--- config.mk ---
export PLATFORM = sky130hd
export DESIGN_NAME = leddc_pixel_serializer
export DESIGN_NICKNAME = d
export VERILOG_FILES = /design/src/rtl/leddc_pkg.sv /design/src/rtl/leddc_sync_fifo.sv /design/src/rtl/leddc_pixel_serializer.sv
export SDC_FILE = /design/constraint.sdc
export NUM_CORES = 1
export LEC_CHECK = 0
export ABC_AREA = 1
export BUFFER_PORTS_ARGS = -buffer_cell sky130_fd_sc_hd__buf_2
export CORE_MARGIN = 2
export CORE_UTILIZATION = 59
export CTS_CLUSTER_SIZE = 25
export DETAILED_ROUTE_END_ITERATION = 10
export GPL_ROUTABILITY_DRIVEN = 0
export PLACE_DENSITY = 0.79
export REMOVE_ABC_BUFFERS = 1
export SYNTH_ARGS = -nofsm -noshare
export SYNTH_HDL_FRONTEND = slang
export SYNTH_HIERARCHICAL = 1
export SYNTH_SLANG_ARGS = --single-unit
--- constraint.sdc ---
create_clock -name DCK -period 2.4 [get_ports DCK]
set_input_delay 0.36 -clock DCK [delete_from_list [all_inputs] [get_ports DCK]]
set_output_delay 0.36 -clock DCK [all_outputs]
set_load 0.005 [all_outputs]
--- src/rtl/leddc_pkg.sv ---
// Shared constants and types for the LED display controller data path.
// The gap defaults are shared with the controller so its word/frame edge detection agrees with the serializer.
package leddc_pkg;

    localparam int PIX_W             = 16;
    localparam int PIX_PER_FRAME     = 512;
    localparam int PIX_IDX_W         = 9;
    localparam int DEF_GAP_CYC       = 2;
    localparam int DEF_FRAME_GAP_CYC = 4;

    typedef enum logic [1:0] {
        ST_IDLE  = 2'd0,
        ST_SHIFT = 2'd1,
        ST_GAP   = 2'd2,
        ST_FGAP  = 2'd3
    } ser_state_t;

    // Counter width able to hold every value up to and including max_gap.
    function automatic int gap_cnt_width(input int max_gap);
        return $clog2(max_gap + 1);
    endfunction

endpackage

--- src/rtl/leddc_sync_fifo.sv ---
// Small circular-buffer FIFO with combinational head read, so the consumer
// can use the head word on the same edge that pops it.
module leddc_sync_fifo #(
    parameter int WIDTH = 16,
    parameter int DEPTH = 4,
    localparam int AW   = $clog2(DEPTH),
    localparam int CW   = AW + 1
) (
    input  logic             clk,
    input  logic             srst,
    input  logic             push,
    input  logic [WIDTH-1:0] push_data,
    input  logic             pop,
    output logic [WIDTH-1:0] pop_data,
    output logic             full,
    output logic             empty,
    output logic [CW-1:0]    count
);

    logic [WIDTH-1:0] mem [DEPTH];
    logic [AW-1:0]    wr_ptr_reg;
    logic [AW-1:0]    rd_ptr_reg;
    logic [CW-1:0]    count_reg;
    logic             wr_en;
    logic             rd_en;

    assign full     = (count_reg == CW'(DEPTH));
    assign empty    = (count_reg == '0);
    assign count    = count_reg;
    assign pop_data = mem[rd_ptr_reg];

    // A full FIFO drops the write; there is no bypass path.
    assign wr_en = push && !full;
    assign rd_en = pop && !empty;

    always_ff @(posedge clk) begin
        if (wr_en) begin
            mem[wr_ptr_reg] <= push_data;
        end
    end

    always_ff @(posedge clk) begin
        if (srst) begin
            wr_ptr_reg <= '0;
            rd_ptr_reg <= '0;
            count_reg  <= '0;
        end else begin
            if (wr_en) begin
                wr_ptr_reg <= wr_ptr_reg + AW'(1);
            end
            if (rd_en) begin
                rd_ptr_reg <= rd_ptr_reg + AW'(1);
            end
            case ({wr_en, rd_en})
                2'b10:   count_reg <= count_reg + CW'(1);
                2'b01:   count_reg <= count_reg - CW'(1);
                default: count_reg <= count_reg;
            endcase
        end
    end

endmodule

--- src/rtl/leddc_pixel_serializer.sv ---
// Buffers 16-bit pixel words and shifts them LSB first onto the DAI/DEN link,
// inserting DEN-low gaps between words and a longer gap after each frame.
module leddc_pixel_serializer #(
    parameter int DEPTH         = 4,
    parameter int PIX_PER_FRAME = leddc_pkg::PIX_PER_FRAME,
    parameter int GAP_CYC       = leddc_pkg::DEF_GAP_CYC,
    parameter int FRAME_GAP_CYC = leddc_pkg::DEF_FRAME_GAP_CYC
) (
    input  logic                           DCK,
    input  logic                           rst,
    input  logic                           pix_valid,
    input  logic [leddc_pkg::PIX_W-1:0]    pix_data,
    output logic                           pix_ready,
    output logic                           DAI,
    output logic                           DEN,
    output logic [leddc_pkg::PIX_IDX_W-1:0] pix_idx,
    output logic                           frame_done,
    output logic                           busy
);

    import leddc_pkg::*;

    localparam int GAP_W = gap_cnt_width(FRAME_GAP_CYC);
    localparam int CNT_W = $clog2(DEPTH) + 1;

    ser_state_t             state_reg;
    ser_state_t             state_next;
    logic [PIX_W-1:0]       shreg_reg;
    logic [PIX_W-1:0]       shreg_next;
    logic [3:0]             bit_cnt_reg;
    logic [3:0]             bit_cnt_next;
    logic [GAP_W-1:0]       gap_cnt_reg;
    logic [GAP_W-1:0]       gap_cnt_next;
    logic [PIX_IDX_W-1:0]   pix_idx_reg;
    logic [PIX_IDX_W-1:0]   pix_idx_next;
    logic                   den_reg;
    logic                   den_next;
    logic                   dai_reg;
    logic                   dai_next;
    logic                   frame_done_reg;
    logic                   frame_done_next;

    logic                   fifo_pop;
    logic [PIX_W-1:0]       fifo_head;
    logic                   fifo_full;
    logic                   fifo_empty;
    logic [CNT_W-1:0]       fifo_count;

    logic                   last_bit;
    logic                   last_pix;
    logic                   gap_done;
    logic                   fgap_done;

    leddc_sync_fifo #(
        .WIDTH (PIX_W),
        .DEPTH (DEPTH)
    ) u_fifo (
        .clk       (DCK),
        .srst      (rst),
        .push      (pix_valid),
        .push_data (pix_data),
        .pop       (fifo_pop),
        .pop_data  (fifo_head),
        .full      (fifo_full),
        .empty     (fifo_empty),
        .count     (fifo_count)
    );

    assign last_bit = (bit_cnt_reg == 4'd15);
    assign last_pix = (pix_idx_reg == PIX_IDX_W'(PIX_PER_FRAME - 1));

    // The IDLE cycle that follows a gap is itself DEN-low, so the gap states
    // leave one count early; the link then sees exactly GAP_CYC / FRAME_GAP_CYC
    // low cycles whenever the next word is already waiting.
    assign gap_done  = (gap_cnt_reg == GAP_W'(GAP_CYC - 1));
    assign fgap_done = (gap_cnt_reg == GAP_W'(FRAME_GAP_CYC - 1));

    always_ff @(posedge DCK) begin
        if (rst) begin
            state_reg      <= ST_IDLE;
            shreg_reg      <= '0;
            bit_cnt_reg    <= '0;
            gap_cnt_reg    <= '0;
            pix_idx_reg    <= '0;
            den_reg        <= 1'b0;
            dai_reg        <= 1'b0;
            frame_done_reg <= 1'b0;
        end else begin
            state_reg      <= state_next;
            shreg_reg      <= shreg_next;
            bit_cnt_reg    <= bit_cnt_next;
            gap_cnt_reg    <= gap_cnt_next;
            pix_idx_reg    <= pix_idx_next;
            den_reg        <= den_next;
            dai_reg        <= dai_next;
            frame_done_reg <= frame_done_next;
        end
    end

    always_comb begin
        state_next = state_reg;
        case (state_reg)
            ST_IDLE: begin
                if (!fifo_empty) begin
                    state_next = ST_SHIFT;
                end
            end
            ST_SHIFT: begin
                if (last_bit) begin
                    state_next = last_pix ? ST_FGAP : ST_GAP;
                end
            end
            ST_GAP: begin
                if (gap_done) begin
                    state_next = ST_IDLE;
                end
            end
            ST_FGAP: begin
                if (fgap_done) begin
                    state_next = ST_IDLE;
                end
            end
            default: state_next = ST_IDLE;
        endcase
    end

    always_comb begin
        shreg_next      = shreg_reg;
        bit_cnt_next    = bit_cnt_reg;
        gap_cnt_next    = gap_cnt_reg;
        pix_idx_next    = pix_idx_reg;
        den_next        = 1'b0;
        dai_next        = 1'b0;
        frame_done_next = 1'b0;
        fifo_pop        = 1'b0;
        case (state_reg)
            ST_IDLE: begin
                if (!fifo_empty) begin
                    fifo_pop     = 1'b1;
                    shreg_next   = fifo_head;
                    bit_cnt_next = '0;
                    den_next     = 1'b1;
                    dai_next     = fifo_head[0];
                end
            end
            ST_SHIFT: begin
                shreg_next   = shreg_reg >> 1;
                bit_cnt_next = bit_cnt_reg + 4'd1;
                if (last_bit) begin
                    gap_cnt_next    = GAP_W'(1);
                    frame_done_next = last_pix;
                end else begin
                    den_next = 1'b1;
                    dai_next = shreg_reg[1];
                end
            end
            ST_GAP: begin
                if (gap_done) begin
                    pix_idx_next = pix_idx_reg + PIX_IDX_W'(1);
                end else begin
                    gap_cnt_next = gap_cnt_reg + GAP_W'(1);
                end
            end
            ST_FGAP: begin
                if (fgap_done) begin
                    pix_idx_next = '0;
                end else begin
                    gap_cnt_next = gap_cnt_reg + GAP_W'(1);
                end
            end
            default: begin
                den_next = 1'b0;
            end
        endcase
    end

    assign pix_ready  = !fifo_full;
    assign DEN        = den_reg;
    assign DAI        = dai_reg;
    assign pix_idx    = pix_idx_reg;
    assign frame_done = frame_done_reg;
    assign busy       = (state_reg != ST_IDLE) || (fifo_count != '0);

endmodule

==> results.ini, run 1 <==
[run_status]
status=finished, final reports clean

[worst_setup_path]
path_depth=17
startpoint_type=flop
cp-end-kind=flop
reg2reg_from=u_fifo/count[2]
r2r_cells=17
worst-setup-path-type=flop to flop
slowest_stage=fa_1
cp_cell_sequence=inv_1, nand2_1, inv_1, inv_1, nand2_1, inv_2, nand2_1, inv_1, ha_1, inv_1, fa_1, inv_1, nand2_1, nand3_1, nand2_1, nand2_1, nor2_1
crit_end=u_fifo/count[2]
reg2reg_to=u_fifo/count[2]
crit_buf_inv=7
cp_max_fo=5
arrival_ps=2380
rrSetupSlack_ps=290
critPathTopFamily=simple AND/OR/NAND/NOR gates
critPathLaunch=u_fifo/count[2]
required_ps=2660
max_stage_delay_ps=380

[timing]
period_minus_slack_ps=2114
slew_viol_final=0
finalHoldWorstSlack_ps=197.9
worst_slew_pin_slew_ps=552.9
finalHoldViolations=0
min_period_over_period=0.8807
fmax_ghz=0.4731
slew_headroom=0.6309
postLayoutSetupSlackWorst_ps=286.4
setup-violations-final=0
finClkSkew_ps=10.48

[layout]
largest_register_ffs=64
syn_to_final_growth_pct=10.00
fill_cells=623
nets=542
utilization=0.6602
drive_gt1_frac=0.1337
finalNonFillerCells=618
antennaDiodeCount=0

[power_and_ir_drop]
vdd_drop_max_uv=447.8
power.density_nw_per_um2=1030
leakagePower_nw=2.000

[logic_synthesis]
avgSynthCellArea_um2=9.592
synth_area_leaders=edfxtp_1 (42%), dfxtp_1 (20%), nand2_1 (6.7%), nor2_1 (5.3%), inv_1 (4.0%)
synth_seq_cells=109
synth_seq_area_share=0.6183
syn_area_um2=4566
postSynthCellCount=476
yosys_warnings=6
yosysTopAreaCell=edfxtp_1
yosys.area.top_type_share=0.4209
synthDistinctLibCells=25

[global_route]
grt_start_max_net_pins=33
antenna_found_initial=0
grt_pass1_vias=3152
grt_overflow=0
track_usage=0.2166
grt_first_pass_wirelength_um=14300

[clock_network]
clock_latency_ps=370
tritoncts=built
cts.sinks=109
clk_path_buf_depth=2
path_clk_slew_ps=100
htree_levels=3
hold_buffers=0
cts_root_buffer=clkbuf_8
cts_buffers=9
cts_setup_buffers=0

[routing]
antenna_left=0
wl_met3_um=452
drc=0
highest_layer=met4
drtIter0Drc=299
wl_per_cell_um=13.79
vias=3257
wl_met2_um=4258
drtPass1Iterations=4
drt-met1-wl_um=3681
vias_per_cell=5.270
drt_wl_total_um=8522

[placed_design]
dp_cells=602
hpwlAfterDp_um=5425
port_buffers=32
place_ws_ps=255.3

[hold_path]
hp-class=primary input to flop

[floorplan]
ios=33
rows=32
dieArea_um2=8458
die_y_um=91.97
die_w_um=91.97
initial_core_util=0.6002
core_area_um2=7607

[flow_run]
drv_cap=0

worst min path at each step:
stage               cells after the start                end  slack (ps)          start
CTS                                     1   u_fifo/mem[1][6]         190    pix_data[6]
global placement                        2      shreg_reg[10]         430  shreg_reg[10]
finish                                  1   u_fifo/mem[0][6]         200    pix_data[6]
floorplan                               2       shreg_reg[1]         420   shreg_reg[1]
detailed placement                      2      shreg_reg[10]         440  shreg_reg[10]
global route                            1  u_fifo/mem[0][12]         190   pix_data[12]
cell families (layout without fill, tap and decap cells):
logic type                 count (synthesis)  in the layout  synth area share
AOI/OAI and AO/OA                        110            110            0.1266
adders and majority gates                 12             12           0.03453
buffers and inverters                     68            108           0.06166
DFF                                      109            109            0.6182
and+or+nand+nor                          177            177            0.1589
routing by layer:
| layer | track usage | vias up |
|---|---|---|
| li1 | - | 1668 |
| met1 | 0.2760 | 1499 |
| met2 | 0.3756 | 81 |
| met3 | 0.03698 | 9 |
| met4 | 0.07587 | 0 |
| met5 | 0 | - |
cell type report:
cell class | instances | area, um^2 | area share
inverter | 52 | 195.2 | 0.03886
tap | 102 | 127.6 | 0.02541
clock buffer | 10 | 127.6 | 0.02541
sequential | 109 | 2825 | 0.5625
clock inverter | 6 | 65.06 | 0.01295
timing repair buffer | 40 | 220.2 | 0.04385
multi-input combinational | 299 | 1461 | 0.2910
through the flow:
stage	total power, mW	area, um^2	TNS (ps)
6_report	5.172	5022	0
5_1_grt	5.544	5022	-1.882
4_1_cts	5.193	5020	0
3_5_place_dp	4.116	4827	0
3_3_place_gp	4.058	4827	0
2_1_floorplan	3.612	4479	0
cells in the mapped netlist:
cell type  count
nand2_1       81
edfxtp_1      64
nor2_1        64
inv_1         49
dfxtp_1       45
a21oi_1       32
o21ai_0       31
o21ai_1       29
nand3_1       16
o22ai_1       16
ha_1          11
buf_2          9
buf_4          4
nand2_2        4
clkbuf_1       3
inv_2          3
nand4_1        3
nand3b_1       2
nor2_2         2
nor3_1         2
or2_2          2
fa_1           1
nor3b_1        1
o211a_1        1
o211ai_1       1
timing repair:
action                                 CTS  global route
resized for setup                        0             3
setup endpoints to repair                0             1
endpoints found under the hold margin    0             0
power breakdown:
group	total, mW	internal (mW)	switching [mW]	leakage, nW
combinational	1.67	0.540	1.13	0.951
sequential	2.41	2.27	0.139	0.957
clock	1.09	0.482	0.606	0.0924
total	5.17	3.29	1.88	2.00
cells in the final DEF (no fill, tap or decap), types with 2 or more instances in the layout:
master	instances
nor2_1	64
buf_2	32
nand2_2	4
or2_2	2
o21ai_0	31
nand3_1	16
dfxtp_1	43
o22ai_1	16
a21oi_1	32
dfxtp_2	2
buf_4	8
nand3b_1	2
o21ai_1	29
clkinv_4	2
nor3_1	2
nand4_1	3
edfxtp_1	64
nor2_2	2
inv_1	48
nand2_1	81
clkbuf_8	9
inv_2	4
ha_1	11
No activity file was read; power rests on OpenSTA's default activity.
==> run 2, diff against run 1 <==
--- a/config.mk
+++ b/config.mk
@@ -9,6 +9,7 @@
 export BUFFER_PORTS_ARGS = -buffer_cell sky130_fd_sc_hd__buf_2
 export CORE_MARGIN = 2
 export CORE_UTILIZATION = 59
+export CTS_BUF_LIST = sky130_fd_sc_hd__clkbuf_4 sky130_fd_sc_hd__clkbuf_8 sky130_fd_sc_hd__clkbuf_16
 export CTS_CLUSTER_SIZE = 25
 export DETAILED_ROUTE_END_ITERATION = 10
 export GPL_ROUTABILITY_DRIVEN = 0
==> constraint.sdc (replaced) <==
create_clock -name DCK -period 2.2 [get_ports DCK]
set_input_delay 0.33 -clock DCK [delete_from_list [all_inputs] [get_ports DCK]]
set_output_delay 0.33 -clock DCK [all_outputs]
set_load 0.005 [all_outputs]
==> results.ini, run 2 (synthesis results as in run 1) <==
[hold_path]
hold_start=pix_data[15]
hp-class=primary input to flop
hold_depth=1  ; unchanged

[timing]
rsz0062_at_grt=no
period_minus_slack_ps=2051  ; -63.09 ps
finalHoldViolations=0  ; unchanged
finClkSkew_ps=11.63  ; +1.151 ps
fmax_ghz=0.4877  ; +3.1%
min_period_over_period=0.9321  ; +0.05139
worst_slew_pin_slew_ps=544.8  ; -8.084 ps
slew_viol_final=0  ; unchanged
fin_setup_tns_ps=0  ; unchanged
postLayoutSetupSlackWorst_ps=149.5  ; -136.9 ps
slew_headroom=0.6363  ; +0.005397
setup-violations-final=0  ; unchanged

[power_and_ir_drop]
vdd_drop_max_uv=526.8  ; +18%
intPower_mw=3.659  ; +11%
combPwrFrac=0.333  ; +0.009
p_switching_mw=2.127  ; +13%
clkPwrFrac=0.212  ; about the same
leakagePower_nw=2.023  ; +1.1%
power.density_nw_per_um2=1139  ; +11%
swShare=0.3676  ; +0.004419
seqPwrFrac=0.455  ; -0.011

[worst_setup_path]
cp_cell_sequence=inv_1, nand2_2, inv_1, inv_1, nand2_2, inv_2, nand2_1, inv_2, ha_2, inv_1, fa_1, nand2_1, nand3_2, nor2_2, nor2_1
slowest_stage=fa_1
cp_max_fo=4  ; -1
r2r_cells=15  ; -2
arrival_ps=2330  ; -50 ps
reg2reg_from=u_fifo/count[2]
reg2reg_to=u_fifo/count[2]
worst-setup-path-type=flop to flop
max_stage_delay_ps=370  ; about the same
critPathLaunch=u_fifo/count[2]
crit_top_cell=inv_1
startpoint_type=flop
rrSetupSlack_ps=150  ; -140 ps
required_ps=2480  ; -180 ps
cp-end-kind=flop
crit_end=u_fifo/count[2]

[floorplan]
rows=32  ; unchanged
die_w_um=91.97  ; unchanged
dieArea_um2=8458  ; unchanged
die_y_um=91.97  ; unchanged
ios=33  ; unchanged
initial_core_util=0.6002  ; unchanged
core_area_um2=7607  ; unchanged

[global_route]
grt_overflow=0  ; unchanged
antenna_found_initial=0  ; unchanged
grt_first_pass_wirelength_um=14590  ; +2.1%
grt_start_max_net_pins=33  ; unchanged
grt_pass1_vias=3310  ; +5.0%
track_usage=0.2222  ; +0.005580

[layout]
nets=546  ; +0.74%
antennaDiodeCount=0  ; unchanged
largest_register_ffs=64  ; unchanged
final_cell_mix=nand2_1 (79), edfxtp_1 (64), nor2_1 (63), inv_1 (47), dfxtp_1 (42)
drive_gt1_frac=0.1558  ; +0.02205
syn_to_final_growth_pct=11.26
final_common_cell=nand2_1

[routing]
drtIter0Drc=220  ; -26%
drt_wl_total_um=8731  ; +2.5%
drtPass1Iterations=4  ; unchanged
wl_per_cell_um=14.04  ; +1.8%
antenna_left=0  ; unchanged
vias_per_cell=5.386  ; +2.2%
drc=0  ; unchanged
vias=3350  ; +2.9%

[clock_network]
cts_buffers=9  ; unchanged
clk_path_buf_depth=2  ; unchanged
tritoncts=built
cts.sinks=109  ; unchanged
path_clk_slew_ps=100  ; about the same
cts_root_buffer=clkbuf_8
htree_levels=3  ; unchanged
clock_latency_ps=380  ; about the same

[placed_design]
place_ws_ps=55.57  ; -199.7 ps
port_buffers=32  ; unchanged
hpwlAfterDp_um=5699  ; +5.1%

[run_status]
status=finished, final reports clean

[flow_run]
drv_cap=0  ; unchanged

==> run 2: changes by cell type in the layout (fill, tap and decap cells not counted), moves of 2 or more <==
cell and change:
buf_4 +4, inv_6 +4, clkinv_4 -2, nand2_1 -2, nand2_2 +2
==> run 2: final cells by class <==
type / count / area [um^2]
Fill cell: 607 / 2527
Clock inverter: 7 / 80.08
Multi-Input combinational cell: 299 / 1476
Clock buffer: 9 / 123.9
Tap cell: 102 / 127.6
Sequential cell: 109 / 2826
Inverter: 52 / 195.2
Timing Repair Buffer: 44 / 250.2
==> run 2: worst min path at each step <==
stage / to / slack [ps]
after floorplan: DAI / 400
after global routing: u_fifo/mem[0][6] / 150
final: u_fifo/mem[1][15] / 160
after CTS: u_fifo/mem[1][15] / 150
after detailed placement: shreg_reg[3] / 440
after global placement: shreg_reg[10] / 440
==> run 2: what timing repair did <==
item,4_1_cts,5_1_grt
setup buffers,0,1
hold buffers,0,0
gates resized for setup,0,10
setup endpoints to repair,0,1
==> run 2: stage by stage <==
stage	instances	total power, mW	cell area [um^2]	hold WS [ps]	utilization
floorplan	460	3.940	4479	399.1	-
global route	622	6.195	5080	151.5	0.6678
global placement	605	4.462	4850	435.5	0.6375
detailed placement	605	4.539	4850	444.1	0.6375
CTS	621	5.752	5054	150.6	0.6643
finish	622	5.786	5080	162.1	0.6678
==> run 2: power by group through the flow <==
stage	clock network [mW]	registers [mW]	logic, mW
floorplan	0	2.70	1.24
global placement	0	2.66	1.80
detailed placement	0	2.67	1.87
CTS	1.25	2.63	1.87
global route	1.34	2.67	2.18
finish	1.23	2.63	1.93
==> run 2: critical path, delay by kind of cell, from the launching register on <==
kind                     cells  cell delay, ps
adder cells (fa/ha/maj)      2             540
AND/OR/NAND/NOR              7             650
buffers and inverters        6             410
flip-flops                   1             350
==> run 2: metal layers <==
| layer | wire length [um] | track usage |
|---|---|---|
| met5 | 0 | 0 |
| met3 | 326 | 0.04108 |
| met2 | 4471 | 0.3915 |
| met4 | 158 | 0.09577 |
| met1 | 3774 | 0.2670 |
